==> config.mk <==
export PLATFORM = sky130hd
export DESIGN_NAME = fft_sched
export DESIGN_NICKNAME = d
export VERILOG_FILES = /design/src/rtl/fft_pkg.sv /design/src/rtl/fft_wb_delay.sv /design/src/rtl/fft_sched.sv
export SDC_FILE = /design/constraint.sdc
export NUM_CORES = 1
export LEC_CHECK = 0
export ABC_AREA = 1
export CORE_UTILIZATION = 50
export DETAILED_ROUTE_END_ITERATION = 10
export GPL_ROUTABILITY_DRIVEN = 0
export HOLD_SLACK_MARGIN = 0.15
export MAX_ROUTING_LAYER = met4
export PLACE_DENSITY = 0.76
export SLEW_MARGIN = 5
export SYNTH_ARGS = -nofsm -noshare
export SYNTH_HDL_FRONTEND = slang
export SYNTH_SLANG_ARGS = --single-unit
==> constraint.sdc <==
create_clock -name clk -period 3.9 [get_ports clk]
set_input_delay 0.78 -clock clk [delete_from_list [all_inputs] [get_ports clk]]
set_output_delay 0.78 -clock clk [all_outputs]
set_load 0.005 [all_outputs]
==> src/rtl/fft_pkg.sv <==
// Shared constants, FSM state encoding and address helpers for the FFT sequencer.
package fft_pkg;

  localparam int unsigned N     = 64;
  localparam int unsigned LOG2N = 6;

  typedef enum logic [2:0] {
    ST_IDLE,
    ST_LOAD,
    ST_STAGE,
    ST_DRAIN,
    ST_DONE
  } fft_state_t;

  function automatic logic [LOG2N-1:0] bitrev(input logic [LOG2N-1:0] v);
    logic [LOG2N-1:0] r;
    r = '0;
    for (int unsigned i = 0; i < LOG2N; i++) begin
      r[i] = v[LOG2N-1-i];
    end
    return r;
  endfunction

endpackage

==> src/rtl/fft_wb_delay.sv <==
// Write-back delay line: carries {valid, addr_a, addr_b} of each butterfly issue
// through the butterfly pipeline latency so write-back lines up with the result.
module fft_wb_delay #(
  parameter int unsigned DEPTH = 3,
  parameter int unsigned AW    = 6
) (
  input  logic          clk_i,
  input  logic          rst_ni,
  input  logic          push_i,
  input  logic [AW-1:0] a_i,
  input  logic [AW-1:0] b_i,
  output logic          valid_o,
  output logic [AW-1:0] a_o,
  output logic [AW-1:0] b_o
);

  logic [DEPTH-1:0] v_q;
  logic [AW-1:0]    a_q [DEPTH];
  logic [AW-1:0]    b_q [DEPTH];

  // Bubbles carry zero addresses so an idle write port is fully quiet.
  always_ff @(posedge clk_i or negedge rst_ni) begin
    if (!rst_ni) begin
      v_q <= '0;
      for (int unsigned i = 0; i < DEPTH; i++) begin
        a_q[i] <= '0;
        b_q[i] <= '0;
      end
    end else begin
      v_q[0] <= push_i;
      a_q[0] <= push_i ? a_i : '0;
      b_q[0] <= push_i ? b_i : '0;
      for (int unsigned i = 1; i < DEPTH; i++) begin
        v_q[i] <= v_q[i-1];
        a_q[i] <= a_q[i-1];
        b_q[i] <= b_q[i-1];
      end
    end
  end

  assign valid_o = v_q[DEPTH-1];
  assign a_o     = a_q[DEPTH-1];
  assign b_o     = b_q[DEPTH-1];

endmodule

==> src/rtl/fft_sched.sv <==
// Radix-2 DIT FFT sequencer: bit-reversed load, per-stage butterfly address and
// twiddle generation, drain between stages, delayed write-back addresses.
module fft_sched #(
  parameter int unsigned N      = fft_pkg::N,
  parameter int unsigned LOG2N  = fft_pkg::LOG2N,
  parameter int unsigned BF_LAT = 3
) (
  input  logic             clk,
  input  logic             reset,
  input  logic             start,
  output logic             busy,
  output logic             done,
  input  logic             in_valid,
  output logic             in_ready,
  output logic [LOG2N-1:0] ld_addr,
  output logic             ld_we,
  output logic             bf_valid,
  input  logic             bf_ready,
  output logic [LOG2N-1:0] addr_a,
  output logic [LOG2N-1:0] addr_b,
  output logic [LOG2N-1:0] tw_idx,
  output logic [2:0]       stage,
  output logic             wr_en,
  output logic [LOG2N-1:0] wr_addr_a,
  output logic [LOG2N-1:0] wr_addr_b
);

  import fft_pkg::*;

  localparam int unsigned DW = (BF_LAT > 1) ? $clog2(BF_LAT) : 1;

  fft_state_t       state_q, state_d;
  logic [LOG2N-1:0] cnt_q, cnt_d;
  logic [LOG2N-1:0] j_q, j_d;
  logic [2:0]       s_q, s_d;
  logic [DW-1:0]    dcnt_q, dcnt_d;
  logic [LOG2N-1:0] addr_a_q, addr_a_d;
  logic [LOG2N-1:0] addr_b_q, addr_b_d;
  logic [LOG2N-1:0] tw_q, tw_d;
  logic [LOG2N-1:0] h, pos;
  logic             bf_fire;
  logic             addr_ld;

  assign busy     = (state_q != ST_IDLE);
  assign done     = (state_q == ST_DONE);
  assign in_ready = (state_q == ST_LOAD);
  assign ld_we    = in_valid && in_ready;
  assign ld_addr  = bitrev(cnt_q);
  assign bf_valid = (state_q == ST_STAGE);
  assign bf_fire  = bf_valid && bf_ready;
  assign addr_a   = addr_a_q;
  assign addr_b   = addr_b_q;
  assign tw_idx   = tw_q;
  assign stage    = s_q;

  always_comb begin
    state_d = state_q;
    cnt_d   = cnt_q;
    j_d     = j_q;
    s_d     = s_q;
    dcnt_d  = dcnt_q;
    unique case (state_q)
      ST_IDLE: begin
        if (start) begin
          state_d = ST_LOAD;
          cnt_d   = '0;
        end
      end
      ST_LOAD: begin
        if (ld_we) begin
          cnt_d = cnt_q + 1'b1;
          if (cnt_q == LOG2N'(N-1)) begin
            state_d = ST_STAGE;
            s_d     = '0;
            j_d     = '0;
          end
        end
      end
      ST_STAGE: begin
        if (bf_fire) begin
          if (j_q == LOG2N'(N/2-1)) begin
            state_d = ST_DRAIN;
            j_d     = '0;
            dcnt_d  = '0;
          end else begin
            j_d = j_q + 1'b1;
          end
        end
      end
      ST_DRAIN: begin
        if (dcnt_q == DW'(BF_LAT-1)) begin
          if (s_q == 3'(LOG2N-1)) begin
            state_d = ST_DONE;
            s_d     = '0;
          end else begin
            state_d = ST_STAGE;
            s_d     = s_q + 1'b1;
          end
        end else begin
          dcnt_d = dcnt_q + 1'b1;
        end
      end
      ST_DONE: state_d = ST_IDLE;
      default: state_d = ST_IDLE;
    endcase
  end

  // Addresses are computed from the next (s, j) and registered, so they are
  // valid in the first STAGE cycle and hold across bf_ready stalls.
  always_comb begin
    h        = LOG2N'(1) << s_d;
    pos      = j_d & (h - 1'b1);
    addr_a_d = ((j_d >> s_d) << (s_d + 3'd1)) | pos;
    addr_b_d = addr_a_d + h;
    tw_d     = pos << (3'(LOG2N-1) - s_d);
    addr_ld  = (state_d == ST_STAGE) && ((state_q != ST_STAGE) || bf_fire);
  end

  always_ff @(posedge clk or negedge reset) begin
    if (!reset) begin
      state_q  <= ST_IDLE;
      cnt_q    <= '0;
      j_q      <= '0;
      s_q      <= '0;
      dcnt_q   <= '0;
      addr_a_q <= '0;
      addr_b_q <= '0;
      tw_q     <= '0;
    end else begin
      state_q <= state_d;
      cnt_q   <= cnt_d;
      j_q     <= j_d;
      s_q     <= s_d;
      dcnt_q  <= dcnt_d;
      if (addr_ld) begin
        addr_a_q <= addr_a_d;
        addr_b_q <= addr_b_d;
        tw_q     <= tw_d;
      end
    end
  end

  fft_wb_delay #(
    .DEPTH (BF_LAT),
    .AW    (LOG2N)
  ) u_wb_delay (
    .clk_i   (clk),
    .rst_ni  (reset),
    .push_i  (bf_fire),
    .a_i     (addr_a_q),
    .b_i     (addr_b_q),
    .valid_o (wr_en),
    .a_o     (wr_addr_a),
    .b_o     (wr_addr_b)
  );

endmodule

Word level (Yosys, flattened, before mapping)
Index checks and enable logic that the tools add are counted.
{"block": "word_totals", "reg_bits": 77, "output_inout_bits": 45, "wordCells": 81}
{"block": "classes", "n_shift": 4, "n_reduce_logical": 10, "n_eq_ne": 15, "n_mux": 27, "add_sub_neg": 8, "bitwise_logic": 2}
{"cell": "$mux W6", "count": 8}
{"cell": "$mux W3", "count": 11}
{"cell": "$pmux W6 S2", "count": 2}
{"cell": "$add A6 B1 Y6 const B", "count": 2}
{"cell": "$pmux W3 S4", "count": 1}
{"cell": "$shl A6 B3 Y6", "count": 2}
{"cell": "$eq A3 B2 Y1 const B", "count": 3}
{"cell": "$add A3 B1 Y3 const B", "count": 2}
{"cell": "$add A6 B6 Y6", "count": 1}
{"cell": "$and A6 B6 Y6", "count": 1}
{"cell": "$eq A3 B3 Y1 const B", "count": 2}
{"cell": "$eq A6 B5 Y1 const B", "count": 1}
{"cell": "$eq A6 B6 Y1 const B", "count": 1}
{"cell": "$mux W2", "count": 3}
{"cell": "$ne A2 B1 Y1 const B", "count": 3}
{"cell": "$or A6 B6 Y6", "count": 1}
{"cell": "$pmux W3 S2", "count": 1}
{"cell": "$shl A1 B3 Y6 const A", "count": 1}
{"cell": "$shr A6 B3 Y6", "count": 1}
{"cell": "$sub A6 B1 Y6 const B", "count": 1}
{"cell": "$ne A2 B2 Y1 const B", "count": 2}
{"cell": "$pmux W2 S2", "count": 1}
{"cell": "$reduce_and A4 Y1", "count": 1}
{"cell": "$reduce_bool A2 Y1", "count": 2}
{"cell": "10 further kinds", "count": 12}

Logic depth before layout (Yosys ltp)
{"block": "depth", "depth_word": 9, "ltp_mapped": 29, "ltp_nobuf": 29}

Modules after synthesis
From an unflattened synthesis, not the netlist that was laid out.
{"block": "hier_totals", "cells_unflattened": 466, "area_unflattened_um2": 3997.6}
{"mod": "fft_sched", "instances": 1, "cells_per_inst": 390, "area_each_um2": 2830.2, "seq_area_each_um2": 950.9}
{"mod": "fft_wb_delay", "instances": 1, "cells_per_inst": 76, "area_each_um2": 1167.4, "seq_area_each_um2": 975.9}

Worst setup path before layout
OpenSTA, ideal clock, no wires.
{"block": "synth_path", "path_kind": "in2reg", "startpoint": "input port in_valid", "endpoint": "register addr_b_q[5] (netlist: addr_b[5])", "n_path_buf": 1, "setup_ps": 118, "arrival_ps": 3669, "path_stages": 25, "slack_ps": 114, "cell_sequence": "inv_1 > nor2_4 > nand2_4 > nand2_2 > nand2_2 > nand2_2 > inv_2 > buf_2 > ha_1 > inv_1 > nor2_1 > inv_1 > ha_1 > xor2_1 > o21ai_2 > ha_1 > a21oi_1 > nand2_1 > nand2_1 > nand2_1 > a21oi_1 > xnor2_1 > nand3_1 > nand3_1 > nand2_1"}
{"block": "synth_via", "elab_chain_len": 8, "elab_cells_between_ends": 17, "cone_classes": "add/sub: 3; eq/ne: 1; shift: 3; mux: 6; bitwise: 2; reduce/logical: 2"}
{"element": "start: declaration", "line_no": "fft_sched.sv:13", "rtl": "input logic in_valid,"}
{"element": "$logic_and A1 B1 Y1 *", "line_no": "fft_sched.sv:47", "rtl": "assign ld_we = in_valid && in_ready;"}
{"element": "net ld_we", "line_no": "fft_sched.sv:16", "rtl": "output logic ld_we,"}
{"element": "$mux W3 *", "line_no": "fft_sched.sv:70", "rtl": "if (ld_we) begin"}
{"element": "$pmux W3 S2 *", "line_no": "fft_sched.sv:62", "rtl": "unique case (state_q)"}
{"element": "net s_d[0]", "line_no": "fft_sched.sv:35", "rtl": "logic [2:0] s_q, s_d;"}
{"element": "$shl A1 B3 Y6", "line_no": "fft_sched.sv:111", "rtl": "h = LOG2N'(1) << s_d;"}
{"element": "$sub A6 B1 Y6", "line_no": "fft_sched.sv:112", "rtl": "pos = j_d & (h - 1'b1);"}
{"element": "$and A6 B6 Y6", "line_no": "fft_sched.sv:112"}
{"element": "$or A6 B6 Y6 *", "line_no": "fft_sched.sv:113", "rtl": "addr_a_d = ((j_d >> s_d) << (s_d + 3'd1)) | pos;"}
{"element": "net addr_a_d[2]", "line_no": "fft_sched.sv:37", "rtl": "logic [LOG2N-1:0] addr_a_q, addr_a_d;"}
{"element": "$add A6 B6 Y6 *", "line_no": "fft_sched.sv:114", "rtl": "addr_b_d = addr_a_d + h;"}
{"element": "end signal: assignment", "line_no": "fft_sched.sv:137", "rtl": "addr_b_q <= addr_b_d;"}
{"element": "end: declaration", "line_no": "fft_sched.sv:38", "rtl": "logic [LOG2N-1:0] addr_b_q, addr_b_d;"}
The timed path passes the listed nets; every way through them passes the cells marked *.
A chain may end at the register's enable or synchronous reset.

Worst setup path after layout
{"block": "layout_path", "startpoint": "input port in_valid", "endpoint": "register addr_b_q[5] (netlist: addr_b[5])"}
{"block": "layout_via", "elab_chain_len": 8, "elab_cells_between_ends": 17, "cone_classes": "add/sub: 3; eq/ne: 1; shift: 3; mux: 6; bitwise: 2; reduce/logical: 2"}
{"element": "$logic_and A1 B1 Y1 *", "line_no": "fft_sched.sv:47"}
{"element": "$mux W3", "line_no": "fft_sched.sv:70"}
{"element": "$pmux W3 S2", "line_no": "fft_sched.sv:62"}
{"element": "$shl A1 B3 Y6", "line_no": "fft_sched.sv:111"}
{"element": "$sub A6 B1 Y6", "line_no": "fft_sched.sv:112"}
{"element": "$and A6 B6 Y6", "line_no": "fft_sched.sv:112"}
{"element": "$or A6 B6 Y6 *", "line_no": "fft_sched.sv:113"}
{"element": "net addr_a_d[2]", "line_no": "fft_sched.sv:37"}
{"element": "$add A6 B6 Y6 *", "line_no": "fft_sched.sv:114"}
Marks and branches as above.

==> run_results.csv <==
group,metric,value,unit
run_status,status,"finished, final reports clean",
global_routing,antenna_found_initial,0,
place,port_buffers,49,
sta,fmax,272.8,MHz
cts,worst_setup_hold_path_clk_slew,0.08,ns
synthesis,synth_commonest_cells,"109 x sky130_fd_sc_hd__nand2_1, 77 x sky130_fd_sc_hd__dfrtp_1, 47 x sky130_fd_sc_hd__inv_1",
finish,flow.area_growth_from_synthesis,26.29,%
sta,finalSetupViolations,0,
sta,final_max_slew_viol_count,0,
sta,timing.hold.ws,0.3501,ns
power,power.share.sequential,27.0,%
power,power.static_leakage,2.410,nW
route,antenna_left,0,
route,route.detailed.vias_per_inst,5.098,
synthesis,ys_seq_elements,77,
run,drv.max_cap_violation_count,0,
route,routed-via-count,3135,
synthesis,netlist_top_cells_area,"sky130_fd_sc_hd__dfrtp_1 51%, sky130_fd_sc_hd__nand2_1 11%, sky130_fd_sc_hd__nand3_1 5.4%",
route,drt_first_pass_iters,5,
critical_path,critical_path.endpoint_type,"flip-flop",
synthesis,ys.warnings.count,0,
synthesis,synth.most_common_cell,"sky130_fd_sc_hd__nand2_1",
synthesis,synth_area,3789,µm²
die,die-height,89.05,µm
synthesis,synth_area_per_cell,8.611,µm²
synthesis,synth_async_sr_flop_share,100.0,%
cts,htree_num_levels,3,
cts,cts.sink_count,77,
synthesis,synth_edf_count,0,
power,power_switching,1.713,mW
sta,max_slew.worst_pin.slew,0.9193,ns
sta,timing.final.crit_share,93.99,%
sta,timing.max_slew.rel_slack,38.71,%
cts,cts_inserted_buffers,9,
synthesis,synthCells,440,
power,power.clock.fraction,15.3,%
route,drt_iter0_drc,193,
global_routing,first_global_vias,2895,
global_routing,global_route.usage.total,22.27,%
cts,cts-hold-fix-buffers,0,
global_routing,grt_first_pass_wirelength,13100,µm
synthesis,synth_fp_nets,460,
critical_path,crit_arrival,3.90,ns
die,num_rows,31,
power,power.share.combinational,57.8,%
cts,worst_skew_pair.late_latency,0.35,ns
finish,final.fill_count,608,
synthesis,synth.yosys.seq_area_share,50.86,%
finish,antenna_cells_inserted,0,
place,dpl_cell_area,4532,µm²
finish,fin_area,4785,µm²
sta,fin_skew,0.008503,ns
power,ir_drop_worst_case_vdd,0.0003387,V
finish,final_nets,531,
cts,clockRootBuffer,"sky130_fd_sc_hd__clkbuf_8",
place,place.detailed.hpwl,5788,µm
die,fp.coreArea,7292,µm²
sta,final-hold-violation-count,0,
critical_path,critical_path_peak_fanout,3,
route,detail_route.wl_per_cell,12.66,µm
cts,cts_tree,"yes",
die,dieWidth,89.05,µm
global_routing,grt_remaining_overflow,0,
synthesis,synth-main-ff-cell,"sky130_fd_sc_hd__dfrtp_1",
die,io-pin-count,50,
global_routing,grt_start_max_net_pins,78,
critical_path,crit_type,"in2reg",
critical_path,critical_path_required,4.14,ns
route,post-route-drc-count,0,
die,initial_utilization,51.96,%
die,design.die.area,7929,µm²
sta,finalCriticalPeriod,3.666,ns
synthesis,synth_cell_type_count,34,
synthesis,synth_top_area_share,50.86,%
route,drt_wl_total,7786,µm
power,power.switching_fraction,41.98,%
power,cell_internal_pwr,2.367,mW
cts,ctsLongestPathBuffers,2,
power,power.density_cell_area,852.7,nW/µm²
critical_path,startpoint_type,"input port",
finish,final_layout_size_suffix_gt1_share,15.50,%
hold_path,hold_class,"reg2reg",
synthesis,netlist.top_cell.by_area,"sky130_fd_sc_hd__dfrtp_1",
worst max-delay path, cell delays in order:
cell and delay [ns]:
sky130_fd_sc_hd__clkdlybuf4s50_1 0.47, sky130_fd_sc_hd__inv_1 0.07, sky130_fd_sc_hd__nor2_4 0.13, sky130_fd_sc_hd__nand2_4 0.07, sky130_fd_sc_hd__nand2_2 0.08, sky130_fd_sc_hd__nand2_2 0.08, sky130_fd_sc_hd__nand2_4 0.09, sky130_fd_sc_hd__ha_1 0.16
sky130_fd_sc_hd__inv_1 0.06, sky130_fd_sc_hd__nor2_2 0.11, sky130_fd_sc_hd__inv_1 0.06, sky130_fd_sc_hd__ha_1 0.21, sky130_fd_sc_hd__xor2_2 0.19, sky130_fd_sc_hd__o21ai_2 0.21, sky130_fd_sc_hd__ha_4 0.24, sky130_fd_sc_hd__a21oi_1 0.12
sky130_fd_sc_hd__nand2_1 0.07, sky130_fd_sc_hd__nand2_1 0.09, sky130_fd_sc_hd__nand2_1 0.06, sky130_fd_sc_hd__a21oi_1 0.17, sky130_fd_sc_hd__xnor2_1 0.16, sky130_fd_sc_hd__nand3_1 0.10, sky130_fd_sc_hd__nand3_1 0.09, sky130_fd_sc_hd__nand2_1 0.05
cell families (layout without fill, tap and decap cells):
| group | Yosys count | in the layout | synth area share [%] |
|---|---|---|---|
| AOI/OAI and AO/OA | 64 | 64 | 9.511 |
| DFF | 77 | 77 | 50.86 |
| and+or+nand+nor | 208 | 208 | 24.97 |
| xor gates and xnor gates | 4 | 4 | 0.9249 |
| adders and majority gates | 15 | 15 | 5.152 |
| buffers and inverters | 72 | 148 | 8.586 |
what timing repair did:
item | in CTS | in global routing
setup buffers | 0 | 0
resized for setup | 0 | 8
endpoints found under the setup margin | 0 | 1
layer usage:
metal | track usage [%] | part of all wire, %
met3 | 4.155 | 5.6
met4 | 7.792 | 1.9
met5 | - | 0
met1 | 28.17 | 45
met2 | 36.08 | 48
state kept, by name, summed over array words and instances (netlist names), 6 cells and up:
| signal | cells |
|---|---|
| u_wb_delay.a_q | 12 |
| u_wb_delay.b_q | 12 |
| addr_a | 6 |
| addr_b | 6 |
| cnt_q | 6 |
| j_q | 6 |
| tw_idx | 6 |
| u_wb_delay.a_o | 6 |
| u_wb_delay.b_o | 6 |
metrics by stage:
stage               setup slack [ns]  instances  total power [mW]  util [%]  setup TNS (ns)
floorplan                     0.1135        440             2.424         -               0
global placement            0.005858        599             3.314     62.15               0
detailed placement          -0.09863        599             3.368     62.15        -0.09863
CTS                           0.2509        615             3.998     65.01               0
global route                -0.02861        615             4.436     65.61        -0.02861
finish                        0.2345        615             4.080     65.61               0
final cells by class:
cell class | instances | area, µm² | share of cell area, %
Clock buffer | 10 | 137.6 | 2.877
Inverter | 51 | 193.9 | 4.053
Sequential cell | 77 | 1927 | 40.27
Clock inverter | 6 | 71.32 | 1.491
Multi-Input combinational cell | 291 | 1574 | 32.90
Timing Repair Buffer | 81 | 757.0 | 15.82
Tap cell | 99 | 123.9 | 2.589
cell usage in the layout (no fill, tap or decap), drive strengths merged, types with 3 or more instances in the layout:
cell type      netlist  layout
nand2              119     119
dfrtp               77      77
inv                 50      51
clkdlybuf4s50        0      48
nand3               45      45
nor2                36      36
buf                 17      33
o21ai               32      32
a21oi               20      20
ha                  14      14
clkbuf               4      10
o22ai                4       4
o21bai               3       3
nor3                 3       3
xor2                 3       3
clkinv               1       3
power groups by stage:
stage          sequential, mW  combinational [mW]  clock (mW)
2_1_floorplan            1.10                1.33           0
3_3_place_gp             1.11                2.20           0
5_1_grt                  1.13                2.64       0.672
6_report                 1.10                2.36       0.622
3_5_place_dp             1.12                2.25           0
4_1_cts                  1.10                2.27       0.632
worst paths after layout:
| check | from | end | slack (ns) | cells past startpoint |
|---|---|---|---|---|
| worst max-delay path | in_valid | addr_b[5] | 0.23 | 24 |
| worst min-delay path | u_wb_delay.a_q[11] | u_wb_delay.a_o[5] | 0.35 | 0 |
| worst max register to register | cnt_q[1] | addr_b[5] | 0.39 | 25 |
| worst min register to register | u_wb_delay.a_q[11] | u_wb_delay.a_o[5] | 0.35 | 0 |
| max in group asynchronous | reset | u_wb_delay.b_q[10] | 2.74 | 1 |
| min in group asynchronous | reset | dcnt_q[0] | 0.55 | 1 |
No activity file was read; power rests on OpenSTA's default activity.
